### src/rtl/vga_pkg.sv
// Shared widths, screen limits, game-state codes and FSM encoding for the VGA sprite-box path.
package vga_pkg;

  localparam int X_W   = 10;
  localparam int Y_W   = 9;
  localparam int MAX_X = 639;
  localparam int MAX_Y = 479;

  localparam logic [31:0] GAME_STATE_START = 32'd0;
  localparam logic [31:0] SMALL_STATE      = 32'd3;

  localparam logic [1:0] ST_IDLE    = 2'd0;
  localparam logic [1:0] ST_COMPUTE = 2'd1;
  localparam logic [1:0] ST_COMMIT  = 2'd2;

endpackage

### src/rtl/box_bound_calc.sv
// One-axis box bound: saturate the centre to LIMIT, then derive the low/high
// bounds as centre -/+ half, floored at 0 and capped at LIMIT.
module box_bound_calc #(
  parameter int W     = 10,
  parameter int LIMIT = 639
) (
  input  logic [W-1:0] center,
  input  logic [W-1:0] half,
  output logic [W-1:0] lo,
  output logic [W-1:0] hi
);

  localparam logic [W-1:0] LIM = W'(LIMIT);

  logic [W-1:0] c_sat;
  logic [W:0]   sum;

  assign c_sat = (center > LIM) ? LIM : center;
  assign lo    = (c_sat > half) ? (c_sat - half) : '0;
  // One extra bit so centre + half can never wrap before the cap.
  assign sum   = {1'b0, c_sat} + {1'b0, half};
  assign hi    = (sum > {1'b0, LIM}) ? LIM : sum[W-1:0];

endmodule

### src/rtl/frame_bounds_scheduler.sv
// Per-frame sprite-box scheduler: snapshots game inputs on end-of-frame, computes
// one object's box per cycle through a shared calc unit, then commits all boxes at once.
//
// state      | meaning
// IDLE       | waiting for a screen_end rise
// COMPUTE    | one object per cycle into shadow registers
// COMMIT     | shadow -> outputs, frame_count += 1
module frame_bounds_scheduler
  import vga_pkg::*;
#(
  parameter int          NUM_OBJ           = 2,
  parameter int          PLAYER_HALF       = 20,
  parameter int          PLAYER_HALF_SMALL = 10,
  parameter int          TARGET_HALF       = 30,
  parameter int          TARGET_HALF_SMALL = 20,
  parameter logic [31:0] SMALL_STATE       = 32'd3,
  parameter int          MAX_X             = 639,
  parameter int          MAX_Y             = 479
) (
  input  logic                     clk_25mHz,
  input  logic                     reset,
  input  logic                     screen_end,
  input  logic [31:0]              game_state,
  input  logic [X_W*NUM_OBJ-1:0]   center_x,
  input  logic [Y_W*NUM_OBJ-1:0]   center_y,
  output logic [X_W*NUM_OBJ-1:0]   left_x,
  output logic [X_W*NUM_OBJ-1:0]   right_x,
  output logic [Y_W*NUM_OBJ-1:0]   top_y,
  output logic [Y_W*NUM_OBJ-1:0]   bottom_y,
  output logic [NUM_OBJ-1:0]       obj_en,
  output logic                     busy,
  output logic [15:0]              frame_count,
  output logic                     overrun
);

  localparam int IDX_W = (NUM_OBJ > 1) ? $clog2(NUM_OBJ) : 1;
  localparam logic [IDX_W-1:0] LAST_IDX = IDX_W'(NUM_OBJ - 1);

  logic [1:0]               state;
  logic                     screen_end_q;
  logic                     rise;
  logic [IDX_W-1:0]         idx;
  logic [X_W*NUM_OBJ-1:0]   snap_cx;
  logic [Y_W*NUM_OBJ-1:0]   snap_cy;
  logic [31:0]              snap_gs;
  logic [X_W*NUM_OBJ-1:0]   sh_left;
  logic [X_W*NUM_OBJ-1:0]   sh_right;
  logic [Y_W*NUM_OBJ-1:0]   sh_top;
  logic [Y_W*NUM_OBJ-1:0]   sh_bottom;
  logic [NUM_OBJ-1:0]       sh_en;

  logic [X_W-1:0] cur_cx, half_x, calc_left, calc_right;
  logic [Y_W-1:0] cur_cy, half_y, calc_top, calc_bottom;
  logic           is_small, is_start;

  assign rise     = screen_end & ~screen_end_q;
  assign busy     = (state != ST_IDLE);
  assign is_small = (snap_gs == SMALL_STATE);
  assign is_start = (snap_gs == GAME_STATE_START);

  always_comb begin
    cur_cx = '0;
    cur_cy = '0;
    for (int i = 0; i < NUM_OBJ; i++) begin
      if (idx == IDX_W'(i)) begin
        cur_cx = snap_cx[i*X_W +: X_W];
        cur_cy = snap_cy[i*Y_W +: Y_W];
      end
    end
  end

  // Object 0 is the player; every other index uses the target sizes.
  always_comb begin
    half_x = '0;
    half_y = '0;
    if (idx == '0) begin
      half_x = is_small ? X_W'(PLAYER_HALF_SMALL) : X_W'(PLAYER_HALF);
      half_y = is_small ? Y_W'(PLAYER_HALF_SMALL) : Y_W'(PLAYER_HALF);
    end else begin
      half_x = is_small ? X_W'(TARGET_HALF_SMALL) : X_W'(TARGET_HALF);
      half_y = is_small ? Y_W'(TARGET_HALF_SMALL) : Y_W'(TARGET_HALF);
    end
  end

  box_bound_calc #(.W(X_W), .LIMIT(MAX_X)) u_calc_x (
    .center (cur_cx),
    .half   (half_x),
    .lo     (calc_left),
    .hi     (calc_right)
  );

  box_bound_calc #(.W(Y_W), .LIMIT(MAX_Y)) u_calc_y (
    .center (cur_cy),
    .half   (half_y),
    .lo     (calc_top),
    .hi     (calc_bottom)
  );

  always_ff @(posedge clk_25mHz) begin
    if (reset) begin
      state        <= ST_IDLE;
      screen_end_q <= 1'b0;
      idx          <= '0;
      snap_cx      <= '0;
      snap_cy      <= '0;
      snap_gs      <= '0;
      sh_left      <= '0;
      sh_right     <= '0;
      sh_top       <= '0;
      sh_bottom    <= '0;
      sh_en        <= '0;
      left_x       <= '0;
      right_x      <= '0;
      top_y        <= '0;
      bottom_y     <= '0;
      obj_en       <= '0;
      frame_count  <= '0;
      overrun      <= 1'b0;
    end else begin
      screen_end_q <= screen_end;
      if (rise && (state != ST_IDLE)) overrun <= 1'b1;

      case (state)
        ST_IDLE: begin
          if (rise) begin
            snap_cx <= center_x;
            snap_cy <= center_y;
            snap_gs <= game_state;
            idx     <= '0;
            state   <= ST_COMPUTE;
          end
        end
        ST_COMPUTE: begin
          for (int i = 0; i < NUM_OBJ; i++) begin
            if (idx == IDX_W'(i)) begin
              sh_left[i*X_W +: X_W]   <= is_start ? '0 : calc_left;
              sh_right[i*X_W +: X_W]  <= is_start ? '0 : calc_right;
              sh_top[i*Y_W +: Y_W]    <= is_start ? '0 : calc_top;
              sh_bottom[i*Y_W +: Y_W] <= is_start ? '0 : calc_bottom;
              sh_en[i]                <= ~is_start;
            end
          end
          if (idx == LAST_IDX) state <= ST_COMMIT;
          else                 idx   <= idx + IDX_W'(1);
        end
        ST_COMMIT: begin
          left_x      <= sh_left;
          right_x     <= sh_right;
          top_y       <= sh_top;
          bottom_y    <= sh_bottom;
          obj_en      <= sh_en;
          frame_count <= frame_count + 16'd1;
          state       <= ST_IDLE;
        end
        default: state <= ST_IDLE;
      endcase
    end
  end

endmodule

### config.mk
export PLATFORM = sky130hd
export DESIGN_NAME = frame_bounds_scheduler
export DESIGN_NICKNAME = d
export VERILOG_FILES = /design/src/rtl/vga_pkg.sv /design/src/rtl/box_bound_calc.sv /design/src/rtl/frame_bounds_scheduler.sv
export SDC_FILE = /design/constraint.sdc
export NUM_CORES = 1
export LEC_CHECK = 0
export ABC_AREA = 1
export ABC_CLOCK_PERIOD_IN_PS = 8100
export CAP_MARGIN = 10
export CORE_MARGIN = 5
export CORE_UTILIZATION = 47
export CTS_CLUSTER_DIAMETER = 120
export DETAILED_ROUTE_END_ITERATION = 8
export PLACE_DENSITY = 0.77
export SYNTH_ARGS = -nofsm -noshare
export SYNTH_HDL_FRONTEND = slang
export SYNTH_HIERARCHICAL = 1
export SYNTH_SLANG_ARGS = --single-unit
### constraint.sdc
create_clock -name clk_25mHz -period 8.1 [get_ports clk_25mHz]
set_input_delay 2.025 -clock clk_25mHz [delete_from_list [all_inputs] [get_ports clk_25mHz]]
set_output_delay 2.025 -clock clk_25mHz [all_outputs]
set_load 0.03 [all_outputs]
---- Yosys cells after proc, flatten, opt, wreduce, memory -nomap -nowiden ----
Cells that the tools add are included.
operators by class
  add/sub/neg operators ................... 6
  $mul .................................... 0
  div/mod/pow operators ................... 0
  $lt $le $gt $ge ......................... 6
  eq/ne operators ......................... 5
  shift operators ......................... 0
  muxes and demuxes ....................... 24
  bitwise gates (word level) .............. 4
  reductions and logical operators ........ 10
operators by type and width
  cell                     number
  $mux W10                 6
  $mux W9                  6
  $eq A32 B2 Y1 const B    1
  $logic_not A32 Y1        1
  $mux W5                  4
  $add A16 B1 Y16 const B  1
  $add A10 B5 Y11          1
  $gt A11 B10 Y1 const B   1
  $add A9 B5 Y10           1
  $gt A10 B10 Y1 const B   1
  $gt A10 B5 Y1            1
  $gt A10 B9 Y1 const B    1
  $reduce_and A2 Y1        5
  $sub A10 B5 Y10          1
  $gt A9 B5 Y1             1
  $gt A9 B9 Y1 const B     1
  $sub A9 B5 Y9            1
  $mux W4                  2
  $mux W2                  2
  $ne A2 B2 Y1 const B     2
  $pmux W2 S2              1
  $reduce_bool A2 Y1       2
  $not A1 Y1               3
  $eq A2 B1 Y1 const B     1
  other kinds (7)          8
storage, ports and cells
  register bits ........................... 247
  latch bits .............................. 0
  RAM bits ................................ 0
  memory bits (read-only) ................. 0
  bits of input ports ..................... 73
  logic and storage cells ................. 78
  memories kept ........................... 0

---- Logic depth before layout (Yosys ltp) ----
  depth after elaboration ................. 7
  depth in mapped cells ................... 25
  mapped depth without buffers ............ 23

---- Cells and area by module ----
Netlist, hierarchy kept.
by module, submodules not included
  module                      times used  cells an instance  area each (sq um)
  frame_bounds_scheduler      1           1179               9036.2
  box_bound_calc at u_calc_x  1           218                1350.0
  box_bound_calc at u_calc_y  1           190                1123.6

---- Worst setup path before layout ----
No wires, ideal clock.
  kind .................................... reg2reg
  start point ............................. register snap_gs[23]
  end point ............................... register sh_right[6]
  library setup time ...................... 0.128 ns
  data arrival time ....................... 2.858 ns
  setup slack ............................. 5.113 ns
  cell stages (with the launch flop) ...... 22
  buffers on the path ..................... 1
  clock period less this slack ............ 2.987 ns
  path through ............................ dfxtp_1 > nor2_1 > nand2_1 > nor2_1 > nand2_1 > clkbuf_1 > nor2_1 > ha_1 > inv_1 > inv_1 > fa_1 > nand3b_1 > nand2_2 > nand2_2 > nand2_1 > nand2_1 > nand2_2 > nand2_2 > nand2_4 > nand3_1 > o21ai_1 > a21oi_1
between the ends
  longest elaborated chain between the ends .. 7
  elaborated cells on any way between the ends .. 9
  classes of those cells .................. add/sub (1); order compare (1); eq/ne (1); mux (5); reduce/logical (1)
RTL lines
  element                                    RTL line                                                    source
  start: declaration                         frame_bounds_scheduler.sv:45                                logic [31:0] snap_gs;
  start signal: assignment                   frame_bounds_scheduler.sv:128                               snap_gs <= game_state;
  $eq A32 B2 Y1 *                            frame_bounds_scheduler.sv:58                                assign is_small = (snap_gs == SMALL_STATE);
  $mux W5 / $mux W4 (equally long branches)  frame_bounds_scheduler.sv:77, frame_bounds_scheduler.sv:80
  $mux W5 *                                  frame_bounds_scheduler.sv:76                                if (idx == '0) begin
  via half_x[1]                              frame_bounds_scheduler.sv:52                                logic [X_W-1:0] cur_cx, half_x, calc_left, calc_right;
  $add A10 B5 Y11 *                          box_bound_calc.sv:21                                        assign sum = {1'b0, c_sat} + {1'b0, half};
  $gt A11 B10 Y1                             box_bound_calc.sv:22                                        assign hi = (sum > {1'b0, LIM}) ? LIM : sum[W-1:0];
  $mux W10 *                                 box_bound_calc.sv:22
  via calc_right[6]                          frame_bounds_scheduler.sv:52
  $mux W10 *                                 frame_bounds_scheduler.sv:137                               sh_right[i*X_W +: X_W] <= is_start ? '0 : calc_right;
  end signal: indexed assignment             frame_bounds_scheduler.sv:137
  end: declaration                           frame_bounds_scheduler.sv:47                                logic [X_W*NUM_OBJ-1:0] sh_right;
Mark *: on every way through the listed nets, which the timed path passes. The rest lies on a longest branch.
A chain may end at the register's enable or synchronous reset.

==> impl_metrics.py <==
metrics = {
    "timing": {
        "rsz0062_at_grt": "false",
        "worst_pin_slew_ps": 1130,
        "finalWorstSetupSlack_ps": 3770,
        "post-route-period-util": 0.535,
        "finalHoldViolCount": 0,
        "hold_ws_ps": 473,
        "tns_ps": 0,
        "setup_viol": 0,
        "clock_skew_ps": 11.7,
        "fmax_ghz": 0.231,
        "fin_crit_ps": 4330,
        "max_slew_margin": 0.246,
        "drv_slew": 0,
    },
    "clocking": {
        "tritoncts": "done",
        "cts_root_buf": "clkbuf_16",
        "numClockSinks": 247,
        "postCtsSetupRepairBufs": 0,
        "clock_latency_ps": 520,
        "cts_buffers": 26,
        "clockBufferDepth": 3,
        "ctsHoldBuffers": 0,
        "h-tree-depth": 1,
        "cts-resized-gates": 0,
        "clk_pin_slew_ps": 60,
    },
    "yosys": {
        "synth_seq_cells": 247,
        "yosys-top-cells-count": "nor2_1 (388), o21ai_0 (255), dfxtp_1 (247)",
        "ys_top_cells_by_area": "dfxtp_1 (43%), nor2_1 (13%), o21ai_0 (11%)",
        "syn_inst": 1587,
        "netlist_area_mm2": 0.0115,
        "synthArstFlopShare": 0,
        "synth.top_cell.area_share": 0.430,
        "synth.avg_cell_area_um2": 7.25,
        "yosysMostFrequentCell": "nor2_1",
        "synth_warnings": 6,
        "yosysSeqAreaShare": 0.430,
        "synth_edf_count": 0,
        "synth_flop_cell": "dfxtp_1",
        "synth_top_area_cell": "dfxtp_1",
        "synth_cell_types": 43,
    },
    "critical_path": {
        "crit_chain": "clkdlybuf4s50_1 -> inv_4 -> buf_4 -> o21ai_0 -> a21oi_1",
        "critPathRequiredTime_ps": 8540,
        "critPathSlowestCell": "inv_4",
        "cpPeakStageDelay_ps": 930,
        "path_class": "in2reg",
        "crit_arrival_ps": 4770,
        "cp_max_fo": 149,
        "end_kind": "register",
        "crit_path_start_kind": "input port",
    },
    "cells_and_area": {
        "finalInstanceArea_mm2": 0.0141,
        "diodes": 0,
        "utilization": 0.581,
        "post_layout_nonfiller_instances": 2059,
        "fin_nets": 1833,
        "drive_gt1_frac": 0.0703,
        "syn_to_final_growth_pct": 22.4,
    },
    "floorplan": {
        "die_w_um": 166,
        "die_area_mm2": 0.0277,
        "io_pins": 169,
        "start_util": 0.475,
        "core_area_mm2": 0.0242,
        "rows": 57,
        "die_h_um": 166,
    },
    "route": {
        "vias_per_cell": 5.06,
        "ant_nets": 0,
        "remaining_drc_errors": 0,
        "routedWlPerCell_um": 13.8,
        "first_pass_iters": 5,
        "initialDrtViolationCount": 716,
        "vias": 10400,
        "wl_um": 28400,
    },
    "global_routing": {
        "grt.total_usage": 0.195,
        "grt_pass1_wl_um": 46800,
        "grt_start_max_net_pins": 150,
        "antenna_found_initial": 0,
        "overflow": 0,
        "grt_pass1_vias": 9413,
    },
    "pwr": {
        "powerDensity_mw_per_mm2": 216,
        "vdd_ir_drop_max_mv": 0.144,
        "p_leak_nw": 5.82,
        "power_mw": 3.04,
    },
    "placed_design": {
        "dp.cells": 2011,
        "preCtsSetupSlack_ps": 3300,
        "io_buffers": 168,
        "finalWeightedCongestion": 0.903,
        "post-dp-hpwl_um": 19900,
        "dpl_cell_area_mm2": 0.0133,
    },
    "worst_hold_path": {
        "hold_path.class": "reg2reg",
    },
    "run_status": {
        "status": "completed",
    },
    "job": {
        "cap_violations": 0,
    },
}
## flip-flops by register name (all words and copies together), names as in the netlist, 18 cells and up
name	count
top_y	18
snap_cy	18
left_x	20
bottom_y	18
sh_right	20
sh_bottom	18
right_x	20
snap_cx	20
snap_gs	32
sh_left	20
sh_top	18
## worst max-delay path, delay by kind of cell
family	cells	cell delay (ps)
AOI/OAI and AO/OA	2	370
buffers and inverters	3	2320
## power by group
part / switching [mW] / total, mW / internal, mW / leakage (nW)
clock network: 0.479 / 1.13 / 0.650 / 0.395
logic: 0.382 / 0.598 / 0.216 / 3.41
registers: 0.0344 / 1.31 / 1.28 / 2.01
## final cells by class
class                           count  area [µm²]
Sequential cell                   247        4940
Multi-Input combinational cell   1165        5800
Clock inverter                      9        56.3
Clock buffer                       39         761
Fill cell                        2285       10200
Inverter                          100         382
Tap cell                          324         405
Timing Repair Buffer              175        1730
## kinds of logic after synthesis
family	Yosys count	share of synthesized area
buffers and inverters	196	0.0734
xor gates and xnor gates	22	0.0167
other	1	0.000326
adders and majority gates	45	0.0515
AOI/OAI and AO/OA	369	0.167
DFF	247	0.430
and+or+nand+nor	707	0.262
## cells in the final DEF, fill, tap and decap left out, types with 3 or more instances in the layout
| master | instances |
|---|---|
| inv_1 | 83 |
| dfxtp_1 | 247 |
| nand3_2 | 3 |
| conb_1 | 22 |
| clkbuf_16 | 27 |
| clkbuf_8 | 4 |
| nand2_1 | 172 |
| or2_2 | 8 |
| fa_1 | 4 |
| nand3b_1 | 6 |
| ha_1 | 41 |
| buf_4 | 7 |
| o21ai_0 | 255 |
| nor2_4 | 4 |
| a21oi_1 | 70 |
| nand4_1 | 6 |
| clkdlybuf4s50_1 | 168 |
| clkinv_2 | 6 |
| o21bai_1 | 4 |
| nor2_1 | 388 |
| clkinvlp_4 | 3 |
| xor2_1 | 21 |
| nor2_2 | 6 |
| nor3_1 | 10 |
| clkbuf_1 | 8 |
| inv_2 | 14 |
| nand2_4 | 4 |
| nand2_2 | 22 |
| nand3_1 | 72 |
| o21ai_1 | 27 |
| a31oi_1 | 5 |
## worst paths after layout
check / from / endpoint / slack [ps] / depth (start not counted)
worst min-delay path: sh_top[10] / sh_top[10] / 470 / 2
worst min register to register: sh_top[10] / sh_top[10] / 470 / 2
worst max register to register: idx / sh_left[12] / 3950 / 17
worst max-delay path: reset / sh_en[0] / 3770 / 5
## routing by layer
metal / vias up / GRT usage / part of all wire
li1: 5371 / - / -
met1: 4668 / 0.284 / 0.48
met2: 336 / 0.296 / 0.42
met3: 36 / 0.0443 / 0.082
met4: 0 / 0.0402 / 0.016
met5: - / 0 / 0
(Power assumes the default switching activity.)
==> patch (same settings) <==
Register the inputs `screen_end`, `game_state`, `center_x` and `center_y` before use, without a reset. The logic sees them one clock later.
--- a/src/rtl/frame_bounds_scheduler.sv
+++ b/src/rtl/frame_bounds_scheduler.sv
@@ -36,6 +36,18 @@
   localparam int IDX_W = (NUM_OBJ > 1) ? $clog2(NUM_OBJ) : 1;
   localparam logic [IDX_W-1:0] LAST_IDX = IDX_W'(NUM_OBJ - 1);
 
+  logic screen_end_r;
+  logic [31:0] game_state_q;
+  logic [X_W*NUM_OBJ-1:0] center_x_q;
+  logic [Y_W*NUM_OBJ-1:0] center_y_q;
+
+  always_ff @(posedge clk_25mHz) begin
+    screen_end_r <= screen_end;
+    game_state_q <= game_state;
+    center_x_q   <= center_x;
+    center_y_q   <= center_y;
+  end
+
   logic [1:0]               state;
   logic                     screen_end_q;
   logic                     rise;
@@ -53,7 +65,7 @@
   logic [Y_W-1:0] cur_cy, half_y, calc_top, calc_bottom;
   logic           is_small, is_start;
 
-  assign rise     = screen_end & ~screen_end_q;
+  assign rise     = screen_end_r & ~screen_end_q;
   assign busy     = (state != ST_IDLE);
   assign is_small = (snap_gs == SMALL_STATE);
   assign is_start = (snap_gs == GAME_STATE_START);
@@ -117,15 +129,15 @@
       frame_count  <= '0;
       overrun      <= 1'b0;
     end else begin
-      screen_end_q <= screen_end;
+      screen_end_q <= screen_end_r;
       if (rise && (state != ST_IDLE)) overrun <= 1'b1;
 
       case (state)
         ST_IDLE: begin
           if (rise) begin
-            snap_cx <= center_x;
-            snap_cy <= center_y;
-            snap_gs <= game_state;
+            snap_cx <= center_x_q;
+            snap_cy <= center_y_q;
+            snap_gs <= game_state_q;
             idx     <= '0;
             state   <= ST_COMPUTE;
           end
Formal check against the unedited RTL: not equivalent (a bounded check fails within 4 cycles, from zero or initial values and one cycle with reset high).
==> patch against the original RTL <==
Synthesized area grew 13%. Sequential cell count grew 71. Setup slack lost 180 ps. Final area grew 12%. Wire length grew 3.8%. Count of clock-buffer cells in the layout grew 5. Power grew 23%. Non-clock buffer count grew 2. Critical path type unchanged. Largest power group unchanged. Highest routed layer unchanged.
==> patch: results <==
group,metric,value,unit
worst_setup_path,r2r_end,"sh_left[19]",
final_layout,num-nonclk-buffers,177,
global_route,grt_util_all_layers,18.4,%
sta,finalClockSkew,21.9,ps
detailed_routing,avgRoutedWirePerCell,13.7,um
power_and_ir_drop,p_leak,6.54,nW
final_layout,bufAreaShareNonClock,11.2,%
worst_setup_path,timing.critical_path.slowest_stage_cell,"sky130_fd_sc_hd__clkdlybuf4s50_1",
yosys,synthXorXnorAreaFrac,1.55,%
worst_setup_path,crit_fanout,86,
clock_network,clk_latency_worst_skew_pair,570,ps
yosys,synth.cells.most_frequent,"390 x sky130_fd_sc_hd__nor2_1, 318 x sky130_fd_sc_hd__dfxtp_1, 217 x sky130_fd_sc_hd__o21ai_0",
outcome,run_status,"completed",
worst_setup_path,worst_ep_arrival_time,5010,ps
final_layout,multi_input_gates,1164,
power_and_ir_drop,net-switching-power,0.00102,W
final_layout,share_of_the_final_layout_cell_area_in_multi_input_gates,36.9,%
final_layout,nNetsFinal,1909,
clock_network,numCtsBuffers,31,
final_layout,layout.filler_cells,2502,
worst_setup_path,regToRegSetupSlack,3930,ps
final_layout,nonClockInverterCount,99,
worst_hold_path,hold_path_startpoint,"sh_right[14]",
worst_hold_path,hold_end,"sh_right[14]",
detailed_routing,vias,10800,
-- patch: cell types whose count changed after synthesis, sizes merged, moves of 2 or more --
cell	unedited run	this run
nand2	198	196
clkbuf	55	47
buf	41	51
o21ai	284	282
nor3	12	15
dfxtp	247	318
-- patch: per-stage QoR --
step / util [%] / std cells / cell area (um^2) / total power, W / hold slack, ps
2_1_floorplan: - / 1679 / 13000 / 0.00217 / 411
3_3_place_gp: 54.5 / 2098 / 14700 / 0.00232 / 459
3_5_place_dp: 54.5 / 2098 / 14700 / 0.00232 / 459
4_1_cts: 58.4 / 2153 / 15800 / 0.00377 / 475
5_1_grt: 58.4 / 2154 / 15800 / 0.00393 / 493
6_report: 58.4 / 2154 / 15800 / 0.00374 / 472
-- patch: worst max path at each step --
stage / depth (start not counted) / end / slack (ps) / startpoint
6_report: 6 / sh_bottom[8] / 3590 / reset
3_5_place_dp: 6 / sh_top[7] / 3050 / reset
4_1_cts: 6 / sh_top[7] / 3630 / reset
3_3_place_gp: 6 / sh_bottom[2] / 3130 / reset
2_1_floorplan: 22 / sh_right[7] / 5030 / snap_gs[27]
5_1_grt: 6 / sh_bottom[4] / 3280 / reset
-- patch: worst reg2reg max path: cells and delay by family (launching register included) --
kind | cells | cell delay (ps)
buffers and inverters | 2 | 530
DFF | 1 | 890
adders and majority gates | 1 | 510
AOI/OAI and AO/OA | 4 | 910
and+or+nand+nor | 10 | 1270
-- patch: per-layer routing --
| metal | GRT usage (%) | vias to the layer above | share of wire (%) |
|---|---|---|---|
| li1 | - | 5589 | - |
| met1 | 26.8 | 4906 | 49 |
| met2 | 29.1 | 272 | 43 |
| met3 | 3.32 | 32 | 6.4 |
| met4 | 3.38 | 0 | 1.5 |
| met5 | 0 | - | 0 |
